==> src/rtl/maxpool_seq.sv <==
// ---------------------------------------------------------------------------
// maxpool_seq
//   Sequencer for the shared signed max comparator of the CNN max-pooling
//   stage. Folds each group of WINDOW consecutive signed activations into a
//   running maximum, one element per cycle. It emits one pooled result per
//   window. The OUTPUT state overlaps the take of a result with the first
//   accept of the next window, so continuous streams see no bubbles.
//
//   Optional feature macro: MAXPOOL_RELU_EN
//     defined   : fused ReLU on result capture (negative max -> 0)
//     undefined : out_data is the raw signed maximum
//
// Ports
//   clk        in   rising-edge clock
//   rst_n      in   asynchronous active-low reset
//   clear      in   synchronous abort of partial window / pending result
//   in_valid   in   in_data is valid
//   in_ready   out  element accepted this cycle (combinational)
//   in_data    in   signed activation, DATA_BITS wide
//   out_valid  out  out_data holds a pooled result (registered)
//   out_ready  in   downstream accepts out_data
//   out_data   out  signed window maximum (registered)
//   busy       out  high while in ACCUM or OUTPUT
//   elem_cnt   out  elements accepted in the current window
// ---------------------------------------------------------------------------
module maxpool_seq #(
   parameter int DATA_BITS = 8,
   parameter int WINDOW    = 4,
   parameter int CNT_BITS  = $clog2(WINDOW) + 1
) (
   input  logic                        clk,
   input  logic                        rst_n,
   input  logic                        clear,
   input  logic                        in_valid,
   output logic                        in_ready,
   input  logic signed [DATA_BITS-1:0] in_data,
   output logic                        out_valid,
   input  logic                        out_ready,
   output logic signed [DATA_BITS-1:0] out_data,
   output logic                        busy,
   output logic [CNT_BITS-1:0]         elem_cnt
);

   localparam logic [1:0] IDLE   = 2'd0;
   localparam logic [1:0] ACCUM  = 2'd1;
   localparam logic [1:0] OUTPUT = 2'd2;

   localparam logic [CNT_BITS-1:0] CNT_ONE = CNT_BITS'(1);
   localparam logic [CNT_BITS-1:0] CNT_WIN = CNT_BITS'(WINDOW);

   // Result shaping applied once, when the window maximum is captured.
   function automatic logic signed [DATA_BITS-1:0] capture(
      input logic signed [DATA_BITS-1:0] v
   );
`ifdef MAXPOOL_RELU_EN
      return (v < 0) ? '0 : v;
`else
      return v;
`endif
   endfunction

   logic [1:0]                  state_q, state_d;
   logic signed [DATA_BITS-1:0] acc_q, acc_d;
   logic [CNT_BITS-1:0]         cnt_q, cnt_d;
   logic                        vld_p1, vld_d;
   logic signed [DATA_BITS-1:0] res_p1, res_d;

   logic                        accept;
   logic                        take;
   logic signed [DATA_BITS-1:0] fold;
   logic [CNT_BITS-1:0]         cnt_inc;

   // clear masks in_ready so the element offered alongside it is not consumed.
   always_comb begin
      in_ready = 1'b0;
      case (state_q)
         IDLE, ACCUM: in_ready = 1'b1;
         OUTPUT:      in_ready = out_ready;
         default:     in_ready = 1'b0;
      endcase
      if (clear) in_ready = 1'b0;
   end

   assign accept  = in_valid & in_ready;
   assign take    = vld_p1 & out_ready;
   // Strict greater-than: on ties the existing maximum is kept.
   assign fold    = (in_data > acc_q) ? in_data : acc_q;
   assign cnt_inc = cnt_q + CNT_ONE;

   always_comb begin
      state_d = state_q;
      acc_d   = acc_q;
      cnt_d   = cnt_q;
      vld_d   = vld_p1;
      res_d   = res_p1;
      if (clear) begin
         state_d = IDLE;
         cnt_d   = '0;
         vld_d   = 1'b0;
      end else begin
         case (state_q)
            IDLE: begin
               if (accept) begin
                  acc_d = in_data;
                  cnt_d = CNT_ONE;
                  if (WINDOW == 1) begin
                     state_d = OUTPUT;
                     vld_d   = 1'b1;
                     res_d   = capture(in_data);
                  end else begin
                     state_d = ACCUM;
                  end
               end
            end
            ACCUM: begin
               if (accept) begin
                  acc_d = fold;
                  cnt_d = cnt_inc;
                  if (cnt_inc == CNT_WIN) begin
                     state_d = OUTPUT;
                     vld_d   = 1'b1;
                     res_d   = capture(fold);
                  end
               end
            end
            OUTPUT: begin
               // accept implies take here, since in_ready follows out_ready.
               if (take && accept) begin
                  acc_d = in_data;
                  cnt_d = CNT_ONE;
                  if (WINDOW == 1) begin
                     state_d = OUTPUT;
                     vld_d   = 1'b1;
                     res_d   = capture(in_data);
                  end else begin
                     state_d = ACCUM;
                     vld_d   = 1'b0;
                  end
               end else if (take) begin
                  state_d = IDLE;
                  cnt_d   = '0;
                  vld_d   = 1'b0;
               end
            end
            default: begin
               state_d = IDLE;
               cnt_d   = '0;
               vld_d   = 1'b0;
            end
         endcase
      end
   end

   // ---- stage p1: state, fold accumulator and registered result ----
   always_ff @(posedge clk or negedge rst_n) begin
      if (!rst_n) begin
         state_q <= IDLE;
         acc_q   <= '0;
         cnt_q   <= '0;
         vld_p1  <= 1'b0;
         res_p1  <= '0;
      end else begin
         state_q <= state_d;
         acc_q   <= acc_d;
         cnt_q   <= cnt_d;
         vld_p1  <= vld_d;
         res_p1  <= res_d;
      end
   end

   assign out_valid = vld_p1;
   assign out_data  = res_p1;
   assign busy      = (state_q != IDLE);
   assign elem_cnt  = cnt_q;

endmodule

==> config.mk <==
export PLATFORM = sky130hd
export DESIGN_NAME = maxpool_seq
export DESIGN_NICKNAME = d
export VERILOG_FILES = /design/src/rtl/maxpool_seq.sv
export SDC_FILE = /design/constraint.sdc
export NUM_CORES = 1
export LEC_CHECK = 0
export BUFFER_PORTS_ARGS = -buffer_cell sky130_fd_sc_hd__buf_2
export CAP_MARGIN = 20
export CORE_ASPECT_RATIO = 1.5
export CORE_UTILIZATION = 35
export DETAILED_ROUTE_END_ITERATION = 7
export GPL_TIMING_DRIVEN = 1
export SYNTH_ARGS = -nofsm -noshare
export SYNTH_HDL_FRONTEND = slang
export SYNTH_SLANG_ARGS = --single-unit
==> constraint.sdc <==
create_clock -name clk -period 5 [get_ports clk]
set_clock_uncertainty 0.15 [all_clocks]
set_input_delay 1 -clock clk [delete_from_list [all_inputs] [get_ports clk]]
set_output_delay 1 -clock clk [all_outputs]
set_load 0.05 [all_outputs]
==> results by stage, run 1 <==
Layout:
- 0 antenna diodes ended up in the layout.
- Of the cells placed in the final design, the portion with a size suffix greater than 1 is 28.1%.
- Relative to the synthesized area, the layout overhead comes to 15.3%.
- The utilization after layout is 43.0%.
- The post-layout net count is 191.
- For this run, the number of standard cells in the final layout without fillers is 210.

Clock network:
- The longest clock path from root to sink contains 2 buffers.
- The clock tree root buffer cell is clkbuf_8.
- The count of hold-fix buffers inserted at cts is 0.
- The number of buffers added by the clock tree synthesis step is 3.
- The buffers inserted during post-CTS setup optimization is 0.
- In this run the number of H-tree levels came out at 1.
- TritonCTS built the clock tree.
- The number of gates resized after CTS was 0.
- The worst-skew pair later-pin latency is 260 ps.
- The register clock-pin slew on the reported worst setup and hold paths is 80 ps.
- The CTS sink count is 22.

Placed design:
- The post-place setup slack is 1980 ps.
- The count of port buffers added during placement is 26.
- The number of placed instances, taps included, is 206.
- The congestion estimate from routability-driven global placement came to 0.733.
- The estimated wirelength of the detail-placed design is 2.35 mm.

Worst setup path:
- The worst setup path is of the primary input to output port kind.
- The worst endpoint required time is 3850 ps.
- The worst-case reg-to-reg path depth is 7.
- The endpoint arrival time on the critical path is 1710 ps.
- STA classifies the critical path endpoint as an output port.
- The maximum net fanout on the critical path is 5.
- The endpoint of the most critical register-to-register path is acc_q[7]$_DFFE_PN0P_.
- The kind of start point of the critical path is a primary input.
- The startpoint of the lowest-slack register-to-register path is acc_q[1]$_DFFE_PN0P_.
- For flop-to-flop paths, the worst setup slack is 2710 ps.

STA:
- The hold violation total from the final report is 0.
- Setup repair after global routing left no endpoint under its margin.
- The worst setup slack after layout is 2140 ps.
- The relative max-transition margin is 59.9%.
- The upper clock frequency limit is 0.350 GHz.
- The total of endpoints with negative setup slack in the final report is 0.
- The max-slew violation count is 0.
- Setup total negative slack on the finished layout was measured at 0 ps.
- The period utilization is 57.1%.
- At the pin with the least slew margin, the transition time is 600 ps.
- The post-route minimum period is 2860 ps.

Pwr:
- For this design the ratio of total power to cell area is 286 mW/mm^2.
- The worst-case IR drop observed on VDD is 144 uV.
- In this run the static leakage power is 0.800 nW.

Detailed routing:
- For this block, the initial DRC count from the detailed router was 9.
- In the final routed layout, each cell accounts on average for 13.8 um.
- The remaining number of nets flagged by the antenna check after routing is 0.
- The number of iterations in the first detailed-routing pass is 4.
- The vias after detailed routing is 1146.
- The ratio of routed vias to standard cells is 5.46.
- For this run, design rule violations remaining after detail routing come to 0.
- The overall routed net length is 2.90 mm.

Synthesis:
- The number of nets handed over by synthesis was 166.
- Yosys printed 0 warnings.
- The top cell type by area accounts for 39.7% of the synthesized area.
- Synthesis inferred 22 register bits.
- The average cell area after synthesis is 9.69 um^2.
- The cell count after synthesis came out at 143.
- After synthesis, the share of flip-flops with an asynchronous set or reset is 100%.
- By area the synthesized netlist is led by dfrtp_1, ha_1, mux2_2, nand4_1, o211ai_1.
- The biggest area contributor in the post-synthesis netlist is dfrtp_1.
- The register area share after synthesis is 39.7%.
- The synthesized netlist contains 37 unique library cells.
- The synthesized design contains 0 enable-type register cells.
- After synthesis the cells add up to 0.00139 mm^2.
- The most frequent cell after synthesis is dfrtp_1.
- The top flip-flop cell by instance count after synthesis is dfrtp_1.
- The commonest cells after synthesis are dfrtp_1, nand2_1, nand4_1, inv_1, ha_1.

Floorplan:
- The die is 53.4 um wide.
- After floorplanning, the core was divided into 27 placement rows.
- The core region is 0.00372 mm^2.
- The top-level I/O count is 27.
- Measured along the y axis, the die boundary spans 79.0 um.
- The floorplan step defined a die boundary enclosing 0.00422 mm^2.
- The starting density of the core is 37.3%.

Min path:
- The worst hold path begins at out_data[3]$_DFFE_PN0P_.
- The worst hold path endpoint is out_data[3]$_DFFE_PN0P_.
- The number of instances on the worst hold path is 2.
- The class of the worst hold path is flip-flop to flip-flop.

GRT:
- The final global-route overflow total is 0.
- The via count of the first global-routing pass was 1131.
- Entering global routing, the biggest net connects 23 pins.
- The initial antenna violation count came to 0.
- The overall fraction of global-route tracks in use is 15.8%.
- The wire length of the first global-routing pass is 5.05 mm.

Run:
- Max-cap violations in this run came to 0.

Outcome:
- The flow ran to the end, and the final reports show no timing, DRC or antenna violations.
-- sequential cells by signal, indices dropped and copies added (netlist names) --
name / cells
state_q: 2
elem_cnt: 3
out_valid: 1
acc_q: 8
out_data: 8
-- through the flow --
stage	cell area [um^2]	hold slack, ps	power (W)
after detailed placement	1540	319	0.000332
after floorplan	1390	352	0.000299
after CTS	1600	338	0.000460
after global routing	1600	376	0.000483
final	1600	330	0.000456
after global placement	1540	311	0.000328
-- critical path: stages --
cell and delay (ps):
buf_2 120, nand2b_1 60, a21o_1 220, inv_1 60
buf_2 250
-- layer usage --
metal | track usage [%] | routed length [um]
met1 | 19.2 | 1280
met3 | 2.30 | 101
met2 | 28.1 | 1490
met4 | 3.95 | 19
met5 | 0 | 0
-- how the worst max path moves through the flow --
stage          depth (start not counted)  startpoint                   end
2_1_floorplan                          6  in_data[1]  acc_q[0]$_DFFE_PN0P_
3_3_place_gp                           7  in_data[1]  acc_q[5]$_DFFE_PN0P_
3_5_place_dp                           7  in_data[1]  acc_q[7]$_DFFE_PN0P_
4_1_cts                                5   out_ready              in_ready
5_1_grt                                5   out_ready              in_ready
6_report                               5   out_ready              in_ready
-- area by class of cell --
| type | count | area, um^2 |
|---|---|---|
| fill | 398 | 2120 |
| multi-input combinational | 104 | 766 |
| sequential | 22 | 551 |
| timing repair buffer | 26 | 130 |
| clock buffer | 4 | 55.1 |
| tap | 43 | 53.8 |
| inverter | 11 | 41.3 |
-- cell usage in the layout (no fill, tap or decap), types with 2 or more instances in the layout --
master and instances:
dfrtp_1 22, ha_1 10, nand4_1 13, nand2b_1 6, nand2_1 13, o211ai_1 8, nor2_1 4, inv_1 11
nand3_1 8, clkbuf_8 4, o22a_1 2, or2_2 2, a21bo_2 2, o21ai_0 2, a21oi_1 4, mux2_2 8
buf_2 26, nor2b_1 5
-- logic make-up after synthesis --
kind of cell / after synthesis / synth area share [%]
flip-flops: 22 / 39.7
adder cells (fa/ha/maj): 10 / 9.03
XOR/XNOR: 2 / 1.26
AND/OR/NAND/NOR: 56 / 21.6
AO/OA/AOI/OAI: 27 / 16.2
buffers and inverters: 17 / 4.97
multiplexers: 9 / 7.23
-- power breakdown --
group | switching (W) | total [W] | internal (W) | leakage, nW
logic | 0.0000732 | 0.000119 | 0.0000460 | 0.484
clock network | 0.0000585 | 0.000129 | 0.0000702 | 0.0288
registers | 0.0000147 | 0.000208 | 0.000194 | 0.287
Power figures use the tool's default switching activity.
==> run 2: changes to the inputs <==
Clock period 5 ns to 2.3 ns, I/O delays scaled along.
==> run 2 against run 1 <==
The run now ends with hold timing left. Setup slack worse by 2000 ps. Sequential power grew 120%. Clock-buffer cell count did not move. Clock power grew 110%. Global-route usage grew 0.45 points. Total power up 120%. Core utilization up 1.5 points. First-iteration DRC count increased to 2.7 times the previous value. Flip-flop and latch count did not move. Register-to-register slack worse by 2600 ps. Die area is the same. Critical path depth up 3. Critical path type is now flip-flop to flip-flop. Largest cell class unchanged. Largest power group unchanged.
==> results by stage, run 2 (same netlist as run 1, synthesis figures left out) <==
Detailed routing:
- For this block, the via count after detailed routing is 1141.
- The final routed wire length divided by cell count is 14.2 um.
- After detailed routing, the number of vias per cell comes to 5.31.
- After detailed routing, the total wire length is 3.05 mm.
- The count of nets left with antenna violations once routing finished came out at 0.
- In the routed design, unresolved DRC markers number 0.
- For this block, the initial DRC count from the detailed router was 24.
- The first TritonRoute pass finished after 4 iterations.

Pwr:
- Combinational cells account for 28.0% of the total power.
- The worst-case vdd ir drop is 273 uV.
- The cell-internal power is 0.000691 W.
- After layout, the design draws a total of 0.00101 W.
- The proportion of total power due to net switching is 31.9%.
- The analysis attributes to net switching a power of 0.000323 W.
- For this design the ratio of total power to cell area is 614 mW/mm^2.
- Per report_power, the clock group accounts for 27.3% of the total.
- The standby leakage power is 0.830 nW.
- The power share of the sequential group is 44.7%.

STA:
- The hold violation total from the final report is 6.
- In the finished design, the share of the clock period the worst path needs comes to 95.6%.
- In the final timing run, aggregate negative setup slack is 0 ps.
- Setup repair after global routing left no endpoint under its margin.
- The max-slew violation count is 0.
- The actual transition at the worst max-transition pin is 626 ps.
- The tightest hold path in the finished design has a slack of -1.43 ps.
- Static timing analysis puts the maximum clock frequency at 0.455 GHz.
- The relative max-transition margin is 58.2%.
- The post-route minimum period is 2200 ps.
- Setup violations remaining at the end of the flow were counted as 0.
- In the post-route analysis, the smallest setup slack over all paths is 102 ps.

Worst setup path:
- STA puts the critical path data arrival time at 2200 ps.
- The kind of start point of the critical path is a flip-flop.
- STA classifies the critical path endpoint as a flip-flop.
- The critical path in this run is classified as flip-flop to flip-flop.
- The worst endpoint required time is 2300 ps.
- In this run the worst path has a maximum fanout of 8.

Placed design:
- During placement, the flow inserted port buffers numbering 26.
- At the placement stage, the worst setup path has a slack of -168 ps.
- At the end of routability-driven placement, the weighted congestion stood at 0.774.
- The estimated wirelength of the detail-placed design is 2.42 mm.
- The cell count after placement is 210.

Outcome:
- The run finished, with violations left.
- The final reports fail on hold timing.

Clock network:
- Counting every sink on the clock net gives 22.
- Clock tree synthesis inserted a total of 3 buffers.
- The maximum level of the CTS H-tree is 1.
- The clock tree from TritonCTS is done.
- The clock tree root buffer cell is clkbuf_8.
- Clock latency on the worst-skew pair, taken at its later pin, is 260 ps.
- Clock-pin slew was measured on the worst setup and hold paths at 80 ps.
- The buffer depth of the longest clock path is 2.

Layout:
- Compared with the post-synthesis result, the final layout area differs by 19.3%.
- Leaving out fill and tap cells, the most frequent cell in the layout is buf_2.
- The number of antenna diodes in the final layout is 0.
- Leaving out fill and tap cells, the most frequent cells in the layout are buf_2, dfrtp_1, nand4_1, nand2_1, inv_1.
- The total area of sequential cells is 551 um^2.
- The layout cell share with drive strength beyond 1 is 30.8%.
- The utilization after layout is 44.5%.
- The final-layout fill cell count is 385.
- The count of non-filler cells in the finished layout is 215.
- The multi-input logic area is 772 um^2.
- The post-layout net count is 196.

Floorplan:
- The chip width is 53.4 um.
- After floorplanning, the core was divided into 27 placement rows.
- For this configuration, the core starts out at a cell density of 37.3%.
- The die area is 0.00422 mm^2.
- The placeable core area is 0.00372 mm^2.
- The die span in y is 79.0 um.
- The top-level I/O count is 27.

Min path:
- The class of the worst hold path is primary input to async pin.

GRT:
- The via count of the first global-routing pass is 1130.
- The wire length of the first global-routing pass is 5.15 mm.
- The initial antenna violation count is 0.
- Entering global routing, the biggest net connects 23 pins.
- In the global route stage, overall resource usage came out at 16.3%.
- The final global-route overflow total is 0.

Run:
- Across the run, the number of max-cap violations was 0.
[run 2: worst max-delay path, stage by stage (launching register included)]
cell	delay, ps
dfrtp_1	380
inv_1	50
ha_1	310
nand4_1	170
o22ai_2	130
a221oi_2	340
o31ai_4	130
buf_12	160
mux2_2	260
[run 2: routing by layer]
| metal | up-vias | global-route usage [%] | part of all wire (%) |
|---|---|---|---|
| li1 | 571 | - | - |
| met1 | 542 | 20.7 | 44 |
| met2 | 24 | 27.9 | 52 |
| met3 | 4 | 2.30 | 3.0 |
| met4 | 0 | 4.47 | 0.75 |
| met5 | - | 0 | 0 |
[run 2: metrics by stage]
stage          cell area, um^2  hold slack, ps
2_1_floorplan             1390            14.4
3_3_place_gp              1570             312
3_5_place_dp              1570             308
4_1_cts                   1630            28.7
5_1_grt                   1650            46.9
6_report                  1650           -1.43
[run 2: timing repair]
item,4_1_cts,5_1_grt
setup buffers,0,1
hold buffers,0,0
endpoints found under the setup margin,0,8
gates resized for setup,0,1
[run 2: layout make-up]
cell class              count  share of cell area, %
multi-input cells         104                   46.7
flip-flops and latches     22                   33.3
repair buffers             31                   10.9
clock buffers               4                   3.33
inverters                  11                   2.50
well taps                  43                   3.26
[run 2: worst paths after layout]
kind / from / to / slack (ps) / depth (start not counted)
max: acc_q[6]$_DFFE_PN0P_ / acc_q[6]$_DFFE_PN0P_ / 100 / 8
min: rst_n / out_valid$_DFFE_PN0P_ / -1 / 1
max reg2reg: acc_q[6]$_DFFE_PN0P_ / acc_q[6]$_DFFE_PN0P_ / 100 / 8
min reg2reg: out_data[5]$_DFFE_PN0P_ / out_data[5]$_DFFE_PN0P_ / 340 / 2
max in group asynchronous: rst_n / acc_q[5]$_DFFE_PN0P_ / 1660 / 1
min in group clk: clear / state_q[0]$_DFFE_PN0P_ / 310 / 2
[run 2: power by group through the flow]
stage / clock network (W) / logic, W / registers (W)
after floorplan: 0 / 0.000189 / 0.000461
after global placement: 0 / 0.000266 / 0.000459
after detailed placement: 0 / 0.000276 / 0.000461
after CTS: 0.000285 / 0.000277 / 0.000454
after global routing: 0.000303 / 0.000315 / 0.000460
final: 0.000277 / 0.000284 / 0.000454
